## src/rtl/karatsuba_seq_mult_if.sv

```systemverilog
// Handshake and data bundle for karatsuba_seq_mult.
//   in_valid/in_ready  : operand offer / block can accept
//   a, b, mode         : operands; mode 0 = integer, 1 = carry-less GF(2)[x]
//   out_valid/out_ready: product available / consumer accepts
//   p                  : 2W-bit product
//   busy               : block is not idle
// The master side is the producer/consumer around the multiplier.
// The slave side is the multiplier itself.
interface karatsuba_seq_mult_if #(
    parameter int W = 16
);
    logic             in_valid;
    logic             in_ready;
    logic [W-1:0]     a;
    logic [W-1:0]     b;
    logic             mode;
    logic             out_valid;
    logic             out_ready;
    logic [2*W-1:0]   p;
    logic             busy;

    modport master (
        output in_valid, a, b, mode, out_ready,
        input  in_ready, out_valid, p, busy
    );

    modport slave (
        input  in_valid, a, b, mode, out_ready,
        output in_ready, out_valid, p, busy
    );
endinterface

```

## src/rtl/karatsuba_seq_mult.sv

```systemverilog
// Sequential Karatsuba multiplier, W x W -> 2W bits.
// One shared (H+1)x(H+1) multiplier, H = W/2, is used once per cycle to
// form three partial products. Mode 0 is an integer multiply. Mode 1 is a
// carry-less GF(2)[x] multiply, where every add or subtract becomes XOR.
// Ports:
//   clk   : single clock, rising edge
//   rst_n : asynchronous, active-low reset
//   bus   : karatsuba_seq_mult_if slave modport (handshake, operands, product)
//
// state     | meaning
// ----------+-------------------------------------------------
// S_IDLE    | waiting for an operand set; in_ready high
// S_MUL_HI  | k1 = ah*bh
// S_MUL_LO  | k2 = al*bl
// S_MUL_MID | k3 = (ah+al)*(bh+bl), or the XOR sums in mode 1
// S_COMBINE | assemble p, raise out_valid
// S_DONE    | hold p/out_valid until out_ready
module karatsuba_seq_mult #(
    parameter int W = 16
) (
    input  logic                 clk,
    input  logic                 rst_n,
    karatsuba_seq_mult_if.slave  bus
);
    localparam int H  = W / 2;
    localparam int KW = 2 * H + 2;
    localparam int PW = 2 * W;

    typedef enum logic [2:0] {
        S_IDLE, S_MUL_HI, S_MUL_LO, S_MUL_MID, S_COMBINE, S_DONE
    } state_t;

    state_t          state_q, state_d;
    logic [W-1:0]    a_q, a_d, b_q, b_d;
    logic            mode_q, mode_d;
    logic [KW-1:0]   k1_q, k1_d, k2_q, k2_d, k3_q, k3_d;
    logic [PW-1:0]   p_q, p_d;
    logic            out_valid_q, out_valid_d;

    logic [H:0]      mul_x, mul_y;
    logic [KW-1:0]   mul_out;
    logic [PW-1:0]   k1_e, k2_e, k3_e;
    logic [PW-1:0]   mid_int, p_int, p_clm;

    function automatic logic [KW-1:0] clmul(input logic [H:0] x, input logic [H:0] y);
        logic [KW-1:0] r;
        r = '0;
        for (int i = 0; i <= H; i++) begin
            if (y[i]) r = r ^ (KW'(x) << i);
        end
        return r;
    endfunction

    function automatic logic [PW-1:0] rca(input logic [PW-1:0] x, input logic [PW-1:0] y,
                                          input logic cin);
        logic [PW-1:0] s;
        logic          c;
        c = cin;
        for (int i = 0; i < PW; i++) begin
            s[i] = x[i] ^ y[i] ^ c;
            c    = (x[i] & y[i]) | (x[i] & c) | (y[i] & c);
        end
        return s;
    endfunction

    // Operand select for the single shared multiplier.
    always_comb begin
        mul_x = '0;
        mul_y = '0;
        case (state_q)
            S_MUL_HI: begin
                mul_x = {1'b0, a_q[W-1:H]};
                mul_y = {1'b0, b_q[W-1:H]};
            end
            S_MUL_LO: begin
                mul_x = {1'b0, a_q[H-1:0]};
                mul_y = {1'b0, b_q[H-1:0]};
            end
            default: begin
                if (mode_q) begin
                    mul_x = {1'b0, a_q[W-1:H] ^ a_q[H-1:0]};
                    mul_y = {1'b0, b_q[W-1:H] ^ b_q[H-1:0]};
                end else begin
                    // H+1 bit sums keep the carry out of the half-word add.
                    mul_x = {1'b0, a_q[W-1:H]} + {1'b0, a_q[H-1:0]};
                    mul_y = {1'b0, b_q[W-1:H]} + {1'b0, b_q[H-1:0]};
                end
            end
        endcase
        mul_out = mode_q ? clmul(mul_x, mul_y) : (KW'(mul_x) * KW'(mul_y));
    end

    // Recombination. The middle term k3-k1-k2 equals ah*bl+al*bh, so it is
    // never negative and the 2W-bit two's-complement subtraction is exact.
    always_comb begin
        k1_e    = PW'(k1_q);
        k2_e    = PW'(k2_q);
        k3_e    = PW'(k3_q);
        mid_int = rca(rca(k3_e, ~k1_e, 1'b1), ~k2_e, 1'b1);
        p_int   = rca(rca(k1_e << W, mid_int << H, 1'b0), k2_e, 1'b0);
        p_clm   = (k1_e << W) ^ ((k3_e ^ k1_e ^ k2_e) << H) ^ k2_e;
        // Carry-less product of two W-bit polynomials has degree <= 2W-2.
        p_clm[PW-1] = 1'b0;
    end

    always_comb begin
        state_d     = state_q;
        a_d         = a_q;
        b_d         = b_q;
        mode_d      = mode_q;
        k1_d        = k1_q;
        k2_d        = k2_q;
        k3_d        = k3_q;
        p_d         = p_q;
        out_valid_d = out_valid_q;
        case (state_q)
            S_IDLE: begin
                if (bus.in_valid) begin
                    a_d     = bus.a;
                    b_d     = bus.b;
                    mode_d  = bus.mode;
                    state_d = S_MUL_HI;
                end
            end
            S_MUL_HI: begin
                k1_d    = mul_out;
                state_d = S_MUL_LO;
            end
            S_MUL_LO: begin
                k2_d    = mul_out;
                state_d = S_MUL_MID;
            end
            S_MUL_MID: begin
                k3_d    = mul_out;
                state_d = S_COMBINE;
            end
            S_COMBINE: begin
                p_d         = mode_q ? p_clm : p_int;
                out_valid_d = 1'b1;
                state_d     = S_DONE;
            end
            S_DONE: begin
                if (bus.out_ready) begin
                    out_valid_d = 1'b0;
                    state_d     = S_IDLE;
                end
            end
            default: state_d = S_IDLE;
        endcase
    end

    always_ff @(posedge clk or negedge rst_n) begin
        if (!rst_n) begin
            state_q     <= S_IDLE;
            a_q         <= '0;
            b_q         <= '0;
            mode_q      <= 1'b0;
            k1_q        <= '0;
            k2_q        <= '0;
            k3_q        <= '0;
            p_q         <= '0;
            out_valid_q <= 1'b0;
        end else begin
            state_q     <= state_d;
            a_q         <= a_d;
            b_q         <= b_d;
            mode_q      <= mode_d;
            k1_q        <= k1_d;
            k2_q        <= k2_d;
            k3_q        <= k3_d;
            p_q         <= p_d;
            out_valid_q <= out_valid_d;
        end
    end

    assign bus.in_ready  = (state_q == S_IDLE);
    assign bus.busy      = (state_q != S_IDLE);
    assign bus.out_valid = out_valid_q;
    assign bus.p         = p_q;
endmodule
```

## src/flat_wrapper.sv

```systemverilog
// flat-port wrapper written by rule: the top's interface ports become plain ports
module karatsuba_seq_mult_flat 
#(
    parameter int W = 16
)
  (clk, rst_n, bus_in_valid, bus_a, bus_b, bus_mode, bus_out_ready, bus_in_ready, bus_out_valid, bus_p, bus_busy);
  karatsuba_seq_mult_if #(.W(W)) bus_i ();
  input  logic clk;
  input  logic rst_n;
  input wire logic [$bits(bus_i.in_valid)-1:0] bus_in_valid;
  input wire logic [$bits(bus_i.a)-1:0] bus_a;
  input wire logic [$bits(bus_i.b)-1:0] bus_b;
  input wire logic [$bits(bus_i.mode)-1:0] bus_mode;
  input wire logic [$bits(bus_i.out_ready)-1:0] bus_out_ready;
  output wire logic [$bits(bus_i.in_ready)-1:0] bus_in_ready;
  output wire logic [$bits(bus_i.out_valid)-1:0] bus_out_valid;
  output wire logic [$bits(bus_i.p)-1:0] bus_p;
  output wire logic [$bits(bus_i.busy)-1:0] bus_busy;
  assign bus_i.in_valid = bus_in_valid;
  assign bus_i.a = bus_a;
  assign bus_i.b = bus_b;
  assign bus_i.mode = bus_mode;
  assign bus_i.out_ready = bus_out_ready;
  assign bus_in_ready = bus_i.in_ready;
  assign bus_out_valid = bus_i.out_valid;
  assign bus_p = bus_i.p;
  assign bus_busy = bus_i.busy;
  karatsuba_seq_mult #(.W(W)) u_core (.clk(clk), .rst_n(rst_n), .bus(bus_i));
endmodule
```

## config.mk

```make
export PLATFORM = sky130hd
export DESIGN_NAME = karatsuba_seq_mult_flat
export DESIGN_NICKNAME = d
export VERILOG_FILES = /design/src/rtl/karatsuba_seq_mult_if.sv /design/src/rtl/karatsuba_seq_mult.sv /design/src/flat_wrapper.sv
export SDC_FILE = /design/constraint.sdc
export NUM_CORES = 1
export LEC_CHECK = 0
export ABC_AREA = 1
export BUFFER_PORTS_ARGS = -buffer_cell sky130_fd_sc_hd__buf_2
export CORE_UTILIZATION = 61
export CTS_CLUSTER_DIAMETER = 120
export DETAILED_ROUTE_END_ITERATION = 6
export HOLD_SLACK_MARGIN = 0.02
export PLACE_DENSITY = 0.78
export SLEW_MARGIN = 15
export SYNTH_ARGS = -nofsm -noshare
export SYNTH_HDL_FRONTEND = slang
export SYNTH_SLANG_ARGS = --single-unit
```

## constraint.sdc

```tcl
create_clock -name clk -period 31.9 [get_ports clk]
set_clock_uncertainty 0.15 [all_clocks]
set_input_delay 3.19 -clock clk [delete_from_list [all_inputs] [get_ports clk]]
set_output_delay 3.19 -clock clk [all_outputs]
set_load 0.02 [all_outputs]
```

After elaboration in Yosys (flattened, before gate mapping)
Cells that the tools add are included.

cells by class
  divide/modulo/power cells = 0
  equality and inequality tests = 7
  add/sub/neg operators = 2
  $lt $le $gt $ge = 0
  shift-type cells = 0
  reduce and logical (&&, ||, !) cells = 6
  bitwise operators = 506
  mux-type cells = 20
  multipliers = 1

operators with widths
  cell                  count
  $and A1 B1 Y1         208
  $mux W18              9
  $xor A1 B1 Y1         152
  $or A1 B1 Y1          128
  $not A18 Y24          2
  $pmux W9 S2           2
  $xor A18 B18 Y18      2
  $mux W32              1
  $xor A31 B18 Y31      1
  $xor A31 B26 Y31      1
  $mux W9               3
  $add A8 B8 Y9         2
  $mul A9 B9 Y18        1
  $pmux W3 S6           1
  $xor A18 B11 Y18      1
  $xor A18 B12 Y18      1
  $xor A18 B13 Y18      1
  $xor A18 B14 Y18      1
  $xor A18 B15 Y18      1
  $xor A18 B16 Y18      1
  $xor A18 B17 Y18      1
  $xor A8 B8 Y8         2
  $xor A9 B10 Y10       1
  $eq A3 B2 Y1 const B  2
  11 further kinds      17

word-level totals
  flip-flop bits (word level) = 123
  output and inout bits = 35
  memories = 0
  ROM bits = 0
  bits in writable memories = 0
  word-level logic and storage cells = 551
  bits in latches = 0
  bits of input ports = 37

Longest topological paths before layout
  word-level depth = 77
  gate-level depth with buffers = 37
  depth with buffers taken out = 37

Worst setup path before layout
No wires, ideal clock.

  path kind = register to register
  start = reg u_core.k3_q[0]
  end = reg u_core.p_q[31] (netlist: u_core.bus.p[31])
  setup slack = 20.527 ns
  buffers on the path = 0
  setup time = 0.096 ns
  arrival = 11.127 ns
  cell stages (with the launch flop) = 36
  data required time = 31.654 ns
  clock period less this slack = 11.373 ns
  cells stage by stage = dfrtp_1 -> inv_1 -> ha_1 -> inv_1 -> fa_1 -> inv_1 -> fa_1 -> fa_1 -> fa_1 -> fa_1 -> fa_1 -> fa_1 -> fa_1 -> fa_1 -> fa_1 -> fa_1 -> fa_1 -> fa_1 -> fa_1 -> fa_1 -> fa_1 -> fa_1 -> fa_1 -> inv_1 -> fa_1 -> fa_1 -> inv_1 -> fa_1 -> fa_1 -> fa_1 -> fa_1 -> inv_1 -> ha_1 -> xnor2_1 -> xnor2_1 -> o31ai_1

between the ends
  word-level cells in the longest chain between the ends = 76
  elaborated cells between the ends (all ways) = 425
  classes of those cells = mux: 1; bitwise: 424

ends and longest elaborated chain
  what                         RTL line                   text
  from (decl)                  karatsuba_seq_mult.sv:36   logic [KW-1:0] k1_q, k1_d, k2_q, k2_d, k3_q, k3_d;
  from (signal assigned)       karatsuba_seq_mult.sv:170  k3_q <= k3_d;
  $xor A1 B1 Y1                karatsuba_seq_mult.sv:60   s[i] = x[i] ^ y[i] ^ c;
  $not A1 Y1 (no line)         n/a
  $and A1 B1 Y1                karatsuba_seq_mult.sv:61   c = (x[i] & y[i]) | (x[i] & c) | (y[i] & c);
  $or A1 B1 Y1 (2 in series)   karatsuba_seq_mult.sv:61
  $and A1 B1 Y1                karatsuba_seq_mult.sv:61
  $or A1 B1 Y1 (2 in series)   karatsuba_seq_mult.sv:61
  $and A1 B1 Y1                karatsuba_seq_mult.sv:61
  $or A1 B1 Y1 (2 in series)   karatsuba_seq_mult.sv:61
  [52 not listed]              n/a
  $or A1 B1 Y1 (2 in series)   karatsuba_seq_mult.sv:61
  $and A1 B1 Y1                karatsuba_seq_mult.sv:61
  $or A1 B1 Y1 (2 in series)   karatsuba_seq_mult.sv:61
  $and A1 B1 Y1                karatsuba_seq_mult.sv:61
  $or A1 B1 Y1 (2 in series)   karatsuba_seq_mult.sv:61
  $xor A1 B1 Y1 (3 in series)  karatsuba_seq_mult.sv:60
  $xor A1 B1 Y1 (*)            karatsuba_seq_mult.sv:60
  $mux W32 (*)                 karatsuba_seq_mult.sv:138  p_d = mode_q ? p_clm : p_int;
  to (signal assigned)         karatsuba_seq_mult.sv:171  p_q <= p_d;
  to (decl)                    karatsuba_seq_mult.sv:37   logic [PW-1:0] p_q, p_d;

Every way passes the cells marked *; elsewhere a longest branch is shown, timed or not.
A chain may end at the register's enable or synchronous reset.

Worst setup path in the final report
  start = reg u_core.k1_q[0]
  end = reg u_core.p_q[31] (netlist: u_core.bus.p[31])

between the ends
  word-level cells in the longest chain between the ends = 77
  elaborated cells between the ends (all ways) = 426
  classes of those cells = mux: 1; bitwise: 425

ends and longest elaborated chain
  what                         RTL line                   text
  from (decl)                  karatsuba_seq_mult.sv:36
  from (signal assigned)       karatsuba_seq_mult.sv:168  k1_q <= k1_d;
  $not A18 Y24                 karatsuba_seq_mult.sv:99   mid_int = rca(rca(k3_e, ~k1_e, 1'b1), ~k2_e, 1'b1);
  $xor A1 B1 Y1                karatsuba_seq_mult.sv:60
  $not A1 Y1 (no line)         n/a
  $and A1 B1 Y1                karatsuba_seq_mult.sv:61
  $or A1 B1 Y1 (2 in series)   karatsuba_seq_mult.sv:61
  $and A1 B1 Y1                karatsuba_seq_mult.sv:61
  $or A1 B1 Y1 (2 in series)   karatsuba_seq_mult.sv:61
  $and A1 B1 Y1                karatsuba_seq_mult.sv:61
  [54 not listed]              n/a
  $or A1 B1 Y1 (2 in series)   karatsuba_seq_mult.sv:61
  $and A1 B1 Y1                karatsuba_seq_mult.sv:61
  $or A1 B1 Y1 (2 in series)   karatsuba_seq_mult.sv:61
  $and A1 B1 Y1                karatsuba_seq_mult.sv:61
  $or A1 B1 Y1 (2 in series)   karatsuba_seq_mult.sv:61
  $xor A1 B1 Y1 (3 in series)  karatsuba_seq_mult.sv:60
  $xor A1 B1 Y1 (*)            karatsuba_seq_mult.sv:60
  $mux W32 (*)                 karatsuba_seq_mult.sv:138

Marks and branches as above.

==> flow_summary.yaml <==
status:
  outcome: "finished clean"
routing:
  drtIter0Drc: 604
  final_antenna_net_count: 0
  route.vias.total: 9432
  drt_wl_total_mm: 27.88
  avgViaCountPerCell: 5.484
  detail_route.first_pass.iterations: 5
  drc: 0
  avgRoutedWirePerCell_um: 16.21
critical_path:
  critical_path_class: "reg -> reg"
  crit_fanout: 4
  r2r_start: "u_core.k1_q[0]$_DFFE_PN0N_"
  slowest_cell_on_crit_path: "sky130_fd_sc_hd__fa_1"
  critical_path.startpoint_type: "register"
  timing.critical_path.mode_cell: "sky130_fd_sc_hd__fa_1"
  critPathCaptureType: "register"
  critical-path-max-stage-delay_ns: 0.51
  required_worst_endpoint_ns: 32.07
  setup.worst_path.start: "u_core.k1_q[0]$_DFFE_PN0N_"
  worst-endpoint-arrival_ns: 11.99
cts:
  tritoncts: "built"
  ctsHoldBuffers: 0
  cts.clk_slew.worst_paths_ns: 0.07
  cts_made_buffers: 17
  cts-htree-levels: 4
  cts_post_setup_buffers_inserted: 0
  cts_num_sinks: 123
  ctsRootBufferMaster: "sky130_fd_sc_hd__clkbuf_16"
  clock_latency_ns: 0.42
  clock_path_buffers: 2
  post_cts_resized: 0
synth:
  ys_seq_area_share_pct: 26.40
  syn_area_per_cell_um2: 8.258
  synth_cell_types: 45
  synth-edff-count: 0
  largest_cells_by_area_after_synthesis: "sky130_fd_sc_hd__dfrtp_1 26%, sky130_fd_sc_hd__fa_1 19%, sky130_fd_sc_hd__nand2_1 12%"
  synth_nets: 1647
  synth_async_sr_flop_share_pct: 100.0
  synth_warn: 0
  synthesis.instances: 1412
  ys_seq_elements: 123
  synth_top_area_cell: "sky130_fd_sc_hd__dfrtp_1"
  mappedNetlistArea_um2: 11660
  postSynth.topFlopCell: "sky130_fd_sc_hd__dfrtp_1"
  synth_top_area_share_pct: 26.40
global_route:
  grt_first_pass_wirelength_mm: 46.97
  grt_max_degree: 75
  grt-ovfl-total: 0
  globalRouteTotalUtil_pct: 30.64
  antenna_violations_before_repair: 0
  first_global_vias: 9801
place:
  gp_congestion: 0.9346
  place.detailed.hpwl_mm: 20.67
  numPortBuffers: 71
timing:
  max_slew.worst_pin.slew_ns: 0.9296
  report.final.slew_viol_count: 0
  slew-limit-headroom_pct: 38.03
  setup_violations: 0
  grt_setup_unrepaired: "false"
  post-route-min-period_ns: 11.81
  setup-tns-final_ns: 0
  final_hold_viol_count: 0
  timing.final.crit_share_pct: 37.03
  fmax_ghz: 0.08466
final_layout:
  antennaDiodeCount: 0
  fillerInstances: 1503
  nets: 1708
  drive_above_1_share_pct: 13.93
  area.growth.synth_to_final_pct: 9.797
min_path:
  worst_hold_startpoint: "u_core.bus.p[7]$_DFFE_PN0P_"
  hold_class: "reg -> reg"
floorplanning:
  row_count: 50
  die_h_um: 140.3
  io_pins: 72
  initial_core_util_pct: 62.33
  core-area_um2: 18710
  dieArea_um2: 19670
  fp.dieW_um: 140.3
run:
  max_cap_viols: 0
## path summary, 6_finish.rpt
path / end / slack (ns) / depth (start not counted)
min in group asynchronous: u_core.bus.p[3]$_DFFE_PN0P_ / 2.71 / 1
min reg2reg: u_core.bus.p[7]$_DFFE_PN0P_ / 0.31 / 2
min: u_core.bus.p[7]$_DFFE_PN0P_ / 0.31 / 2
max: u_core.bus.p[31]$_DFFE_PN0P_ / 20.09 / 34
max reg2reg: u_core.bus.p[31]$_DFFE_PN0P_ / 20.09 / 34
max in group asynchronous: u_core.a_q[13]$_DFFE_PN0P_ / 27.64 / 2
## routing by layer
| layer | GRT usage, % | vias to the layer above | part of all wire, % |
|---|---|---|---|
| met5 | 0 | - | 0 |
| met4 | 12.49 | 0 | 3.6 |
| met3 | 4.137 | 78 | 5.7 |
| met1 | 37.02 | 4496 | 41 |
| li1 | - | 4500 | - |
| met2 | 55.13 | 358 | 50 |
## cells in the mapped netlist (all sizes together), types with 7 or more instances
library cell  count
xor2             41
a31oi             7
o21ai            74
ha               89
nand3            70
inv             228
xnor2            33
dfrtp           123
fa              109
buf              14
nand4             7
mux2             26
a21oi            45
clkbuf           22
nand2           397
nor2             99
## kinds of logic (layout without fill, tap and decap cells)
logic type / Yosys count / count (layout) / synth area share (%)
buffers and inverters: 265 / 339 / 9.014
adder cells (fa/ha/maj): 198 / 198 / 28.26
multiplexers: 27 / 27 / 2.597
AND/OR/NAND/NOR: 586 / 586 / 21.60
AO/OA/AOI/OAI: 139 / 139 / 6.503
XOR/XNOR: 74 / 74 / 5.623
flip-flops: 123 / 123 / 26.40
## cells in the final DEF (no fill, tap or decap), types with 4 or more instances in the layout
master                        n
sky130_fd_sc_hd__nand2_1    378
sky130_fd_sc_hd__inv_1      207
sky130_fd_sc_hd__dfrtp_1    123
sky130_fd_sc_hd__fa_1       109
sky130_fd_sc_hd__ha_1        89
sky130_fd_sc_hd__nor2_1      86
sky130_fd_sc_hd__buf_2       70
sky130_fd_sc_hd__o21ai_0     67
sky130_fd_sc_hd__nand3_1     61
sky130_fd_sc_hd__a21oi_1     44
sky130_fd_sc_hd__xor2_1      41
sky130_fd_sc_hd__xnor2_1     32
sky130_fd_sc_hd__mux2_2      26
sky130_fd_sc_hd__inv_2       19
sky130_fd_sc_hd__clkbuf_16   17
sky130_fd_sc_hd__nand2_2     14
sky130_fd_sc_hd__nand3_2      9
sky130_fd_sc_hd__nor2_2       9
sky130_fd_sc_hd__buf_4        8
sky130_fd_sc_hd__nand4_1      7
sky130_fd_sc_hd__a31oi_1      7
sky130_fd_sc_hd__nand3b_1     6
sky130_fd_sc_hd__nand2_4      5
sky130_fd_sc_hd__o21ai_1      5
sky130_fd_sc_hd__inv_6        5
sky130_fd_sc_hd__nor2_4       4
## cell type report
type | count | area (um2) | share of cell area [%]
timing repair buffer | 78 | 410.4 | 3.206
clock inverter | 15 | 200.2 | 1.564
multi-input combinational | 1024 | 7531 | 58.83
clock buffer | 17 | 425.4 | 3.323
tap | 234 | 292.8 | 2.287
sequential | 123 | 3078 | 24.04
inverter | 229 | 864.6 | 6.753
## per-stage QoR
| stage | cells | cell area [um2] | hold WS, ns | utilization [%] | setup WS (ns) |
|---|---|---|---|---|---|
| final | 1720 | 12800 | 0.3140 | 68.44 | 20.09 |
| after global routing | 1720 | 12800 | 0.3412 | 68.44 | 19.67 |
| after CTS | 1720 | 12800 | 0.3204 | 68.44 | 20.01 |
| after detailed placement | 1688 | 12180 | 0.3037 | 65.10 | 20.02 |
| after global placement | 1688 | 12180 | 0.3001 | 65.10 | 20.20 |
| after floorplan | 1412 | 11660 | 0.3030 | - | 20.53 |
## registers in the layout (all words and copies together) (netlist names)
name,count
u_core.a_q,16
u_core.b_q,16
u_core.bus.out_valid,1
u_core.bus.p,32
u_core.k1_q,18
u_core.k2_q,18
u_core.k3_q,18
u_core.mode_q,1
u_core.state_q,3
## worst max-delay path: cells and delay by family, from the launching register on
family / cells / cell delay (ns)
buf+inv: 5 / 0.30
fa+ha+maj: 26 / 10.33
compound gates: 1 / 0.20
flops: 1 / 0.46
xor+xnor: 2 / 0.26
Power is not shown: default switching activity piles up to over one toggle a cycle in this logic, so the estimate is an artifact.
